<file path="config.mk">
export PLATFORM = sky130hd
export DESIGN_NAME = wb_arbiter
export DESIGN_NICKNAME = d
export VERILOG_FILES = /design/src/rtl/wb_pkg.sv /design/src/rtl/rr_arb2.sv /design/src/rtl/wb_arbiter.sv
export SDC_FILE = /design/constraint.sdc
export NUM_CORES = 1
export LEC_CHECK = 0
export CORE_UTILIZATION = 42
export CTS_CLUSTER_DIAMETER = 40
export DETAILED_ROUTE_END_ITERATION = 8
export PLACE_DENSITY = 0.9
export SYNTH_ARGS = -nofsm -noshare
export SYNTH_HDL_FRONTEND = slang
export SYNTH_HIERARCHICAL = 1
export SYNTH_SLANG_ARGS = --single-unit
</file>
<file path="constraint.sdc">
create_clock -name CLK_WB -period 6.6 [get_ports CLK_WB]
set_clock_uncertainty 0.2 [all_clocks]
set_input_delay 1.98 -clock CLK_WB [delete_from_list [all_inputs] [get_ports CLK_WB]]
set_output_delay 1.98 -clock CLK_WB [all_outputs]
set_load 0.05 [all_outputs]
</file>
<file path="src/rtl/wb_pkg.sv">
// Shared constants for the write-back arbiter: register-file geometry and
// the grant encoding, which is also the encoding of the round-robin LAST bit.
package wb_pkg;
  localparam int NUM_REG = 8;
  localparam int DATA_W  = 16;
  localparam int REG_W   = 3;

  localparam logic GNT_EX = 1'b0;
  localparam logic GNT_LD = 1'b1;
endpackage

</file>
<file path="src/rtl/rr_arb2.sv">
// Two-input round-robin arbiter. On a tie the requester that did not win
// the most recent transfer is granted; LAST only moves when advance is high.
module rr_arb2 (
  input  logic       CLK_WB,
  input  logic       RESET_N,
  input  logic [1:0] req,
  input  logic       advance,
  output logic [1:0] gnt
);
  import wb_pkg::*;

  logic last;

  always_ff @(posedge CLK_WB) begin
    if (!RESET_N) begin
      last <= GNT_LD;
    end else if (advance) begin
      last <= gnt[GNT_LD] ? GNT_LD : GNT_EX;
    end
  end

  always_comb begin
    gnt = 2'b00;
    if (req[GNT_EX] && req[GNT_LD]) begin
      if (last == GNT_EX) gnt[GNT_LD] = 1'b1;
      else                gnt[GNT_EX] = 1'b1;
    end else if (req[GNT_EX]) begin
      gnt[GNT_EX] = 1'b1;
    end else if (req[GNT_LD]) begin
      gnt[GNT_LD] = 1'b1;
    end
  end
endmodule

</file>
<file path="src/rtl/wb_arbiter.sv">
// Write-back arbiter: shares the register-file write port between the execute
// and load units, and keeps the per-register pending scoreboard for decode.
module wb_arbiter #(
  parameter int NUM_REG = wb_pkg::NUM_REG,
  parameter int DATA_W  = wb_pkg::DATA_W,
  parameter int REG_W   = $clog2(NUM_REG)
) (
  input  logic               CLK_WB,
  input  logic               RESET_N,
  input  logic               EX_VALID,
  input  logic [REG_W-1:0]   EX_REG,
  input  logic [DATA_W-1:0]  EX_DATA,
  output logic               EX_READY,
  input  logic               LD_VALID,
  input  logic [REG_W-1:0]   LD_REG,
  input  logic [DATA_W-1:0]  LD_DATA,
  output logic               LD_READY,
  input  logic               ISSUE_VALID,
  input  logic [REG_W-1:0]   ISSUE_REG,
  output logic               ISSUE_STALL,
  output logic [NUM_REG-1:0] PENDING,
  output logic [REG_W-1:0]   N_REG,
  output logic [DATA_W-1:0]  REG_IN,
  output logic               REG_WEN
);
  import wb_pkg::*;

  logic [1:0]         req;
  logic [1:0]         gnt;
  logic               xfer;
  logic [NUM_REG-1:0] set_mask;
  logic [NUM_REG-1:0] clr_mask;

  // Handshake: a producer holds VALID/REG/DATA stable until it sees READY;
  // a transfer is VALID & READY at a CLK_WB edge. READY depends only on the
  // VALIDs and LAST, never on REG/DATA, and is forced low during reset.
  assign req[GNT_EX] = RESET_N & EX_VALID;
  assign req[GNT_LD] = RESET_N & LD_VALID;

  rr_arb2 u_arb (
    .CLK_WB  (CLK_WB),
    .RESET_N (RESET_N),
    .req     (req),
    .advance (xfer),
    .gnt     (gnt)
  );

  assign EX_READY    = gnt[GNT_EX];
  assign LD_READY    = gnt[GNT_LD];
  assign xfer        = |gnt;
  assign ISSUE_STALL = RESET_N & ISSUE_VALID & PENDING[ISSUE_REG];

  // Stall uses the pre-clear PENDING, so a same-edge set and clear of one
  // register only arises from a protocol error; set is applied last and wins.
  always_comb begin
    set_mask = '0;
    clr_mask = '0;
    if (ISSUE_VALID && !ISSUE_STALL) set_mask[ISSUE_REG] = 1'b1;
    if (REG_WEN)                     clr_mask[N_REG]     = 1'b1;
  end

  always_ff @(posedge CLK_WB) begin
    if (!RESET_N) begin
      N_REG   <= '0;
      REG_IN  <= '0;
      REG_WEN <= 1'b0;
      PENDING <= '0;
    end else begin
      REG_WEN <= xfer;
      if (xfer) begin
        N_REG  <= gnt[GNT_LD] ? LD_REG  : EX_REG;
        REG_IN <= gnt[GNT_LD] ? LD_DATA : EX_DATA;
      end
      PENDING <= (PENDING & ~clr_mask) | set_mask;
    end
  end
endmodule

</file>
==> impl_metrics.yaml <==
run_status:
  outcome: "completed"
synthesis:
  syn_nets: 210
  synth_area_leaders: "dfxtp_1 40%, mux2i_1 15%, and2_1 9.5%"
  ys_seq_area_frac: 0.401
  synth_top_area_share: 0.401
  synth_area_leader_cell: "dfxtp_1"
  syn_inst: 164
  yosysWarnings: 6
  synth-seq-cells: 29
  synth_area_per_cell_um2: 8.83
  ys_types: 32
  syn_area_um2: 1450
cts:
  postCtsSetupRepairBufs: 0
  worstSkewPairLatency_ns: 0.32
  cts_resized: 0
  clkSlewWorstSetupHoldPaths_ns: 0.09
  cts_hold_buf: 0
  cts_sinks: 29
  clock_path_buffers: 2
  cts_tree: "yes"
  htree_levels: 2
  clock-root-buffer: "clkbuf_4"
  cts_buffers: 5
global_route:
  grt_pass1_wl_um: 5710
  grt_max_degree: 41
  grt_pass1_vias: 1367
  antenna_found_initial: 0
  grt_overflow: 0
  grt.total_usage: 0.210
critical_path:
  cp.required_ns: 4.42
  critical_path_class: "in -> out"
  crit_path_max_fanout: 17
  crit_path_end_kind: "output port"
  crit_path_start_kind: "primary input"
  cp.arrival_ns: 3.52
placement:
  gp_congestion: 0.817
  dp_slack_ns: 0.942
  post-dp-hpwl_um: 2710
  port_buffers: 76
  dp_cells: 276
timing:
  finalHoldViolCount: 0
  tns_ns: 0
  period_share: 0.864
  fin_ws_ns: 0.899
  hold_slack_ns: 0.301
  fmax_mhz: 175
  rsz0062_at_grt: "no"
  final-max-slew-violation-count: 0
  worst_pin_slew_ns: 0.548
  setup_violations: 0
  fin_crit_ns: 5.70
  relSlewSlack: 0.634
final_layout:
  drive_above_1_share: 0.0833
  layout_commonest_cell: "clkdlybuf4s50_1"
  most-common-layout-cells: "73 x clkdlybuf4s50_1, 29 x dfxtp_1, 24 x nand2_1"
  area_growth_pct: 61.2
  antenna_cells: 0
  stdcell_count: 284
  final_nets: 285
floorplanning:
  core-area_um2: 3150
  dieArea_um2: 3690
  chipHeight_um: 60.7
  num_rows: 20
  die_w_um: 60.7
  boundaryPins: 77
  initial_core_util: 0.459
job:
  maxCapViolCount: 0
power:
  vdd_drop_max_mv: 0.150
  p_leak_nw: 0.867
  power_mw: 0.450
  p_per_area_nw_per_um2: 193
routing:
  via_per_inst: 5.17
  drt_iter0_markers: 82
  route.detailed.drc: 0
  wirelength_um: 3590
  vias: 1469
  dr.pass1.iters: 4
  ant_nets: 0
  avgRoutedWirePerCell_um: 12.7
hold_path:
  min_path_type: "reg -> reg"
-- flip-flops by register name, summed over array words and instances, names as in the netlist --
signal	flops
N_REG	3
REG_WEN	1
PENDING	8
u_arb/last	1
REG_IN	16
-- Yosys cell counts --
library cell	n
nor2b_1	1
or2_2	1
o311ai_0	2
a31oi_1	1
mux2i_1	21
and2b_2	1
nor2_1	1
buf_2	3
buf_6	1
clkbuf_1	5
a21boi_0	1
nand2b_1	4
and2_1	22
nand3_1	2
a2bb2oi_1	1
buf_4	2
o21ai_1	1
nand3b_1	1
or2b_1	1
o31ai_1	2
inv_1	2
a21boi_1	1
dfxtp_1	29
or4_1	1
mux2_2	2
o41ai_1	4
o211ai_1	5
a211o_1	1
nand2_1	24
o21ai_0	19
o22ai_1	1
or3_1	1
-- path summary, 6_finish.rpt --
kind	from	to	slack, ns	cells after the start
worst max register to register	u_arb/last	REG_IN[3]	4.79	6
worst min-delay path	PENDING[1]	PENDING[1]	0.30	1
worst max-delay path	RESET_N	ISSUE_STALL	0.90	4
worst min register to register	PENDING[1]	PENDING[1]	0.30	1
-- kinds of logic (layout without fill, tap and decap cells) --
family / count (synthesis) / in the layout / synth area share
DFF: 29 / 29 / 0.401
and+or+nand+nor: 60 / 60 / 0.219
AOI/OAI and AO/OA: 39 / 39 / 0.173
muxes: 23 / 23 / 0.161
buffers and inverters: 13 / 89 / 0.0467
-- report_power, final --
| group | switching [mW] | internal (mW) |
|---|---|---|
| clock network | 0.0605 | 0.0617 |
| registers | 0.00823 | 0.186 |
| logic | 0.0705 | 0.0628 |
| total | 0.139 | 0.310 |
-- routing by layer --
| layer | vias up | part of all wire | track usage |
|---|---|---|---|
| met5 | - | 0 | 0 |
| met4 | 0 | 0.011 | 0.0682 |
| met3 | 5 | 0.086 | 0.0597 |
| met2 | 66 | 0.47 | 0.359 |
| met1 | 670 | 0.44 | 0.255 |
| li1 | 728 | - | - |
-- critical path: stages --
cell and delay [ns]:
clkdlybuf4s50_1 0.81, nand2_1 0.24, a31oi_1 0.31, buf_12 0.18
-- per-stage QoR --
stage	util	instance area, µm²
6_report	0.740	2330
5_1_grt	0.740	2330
4_1_cts	0.740	2330
3_5_place_dp	0.718	2260
3_3_place_gp	0.718	2260
2_1_floorplan	-	1450
-- layout make-up --
type | instances | area (µm²)
Fill cell | 261 | 820
Timing Repair Buffer | 79 | 813
Multi-Input combinational cell | 122 | 807
Sequential cell | 29 | 581
Clock buffer | 7 | 65.1
Tap cell | 44 | 55.1
Inverter | 2 | 7.51
Clock inverter | 1 | 5.00
Note: power is estimated with default switching activity, not from simulation.
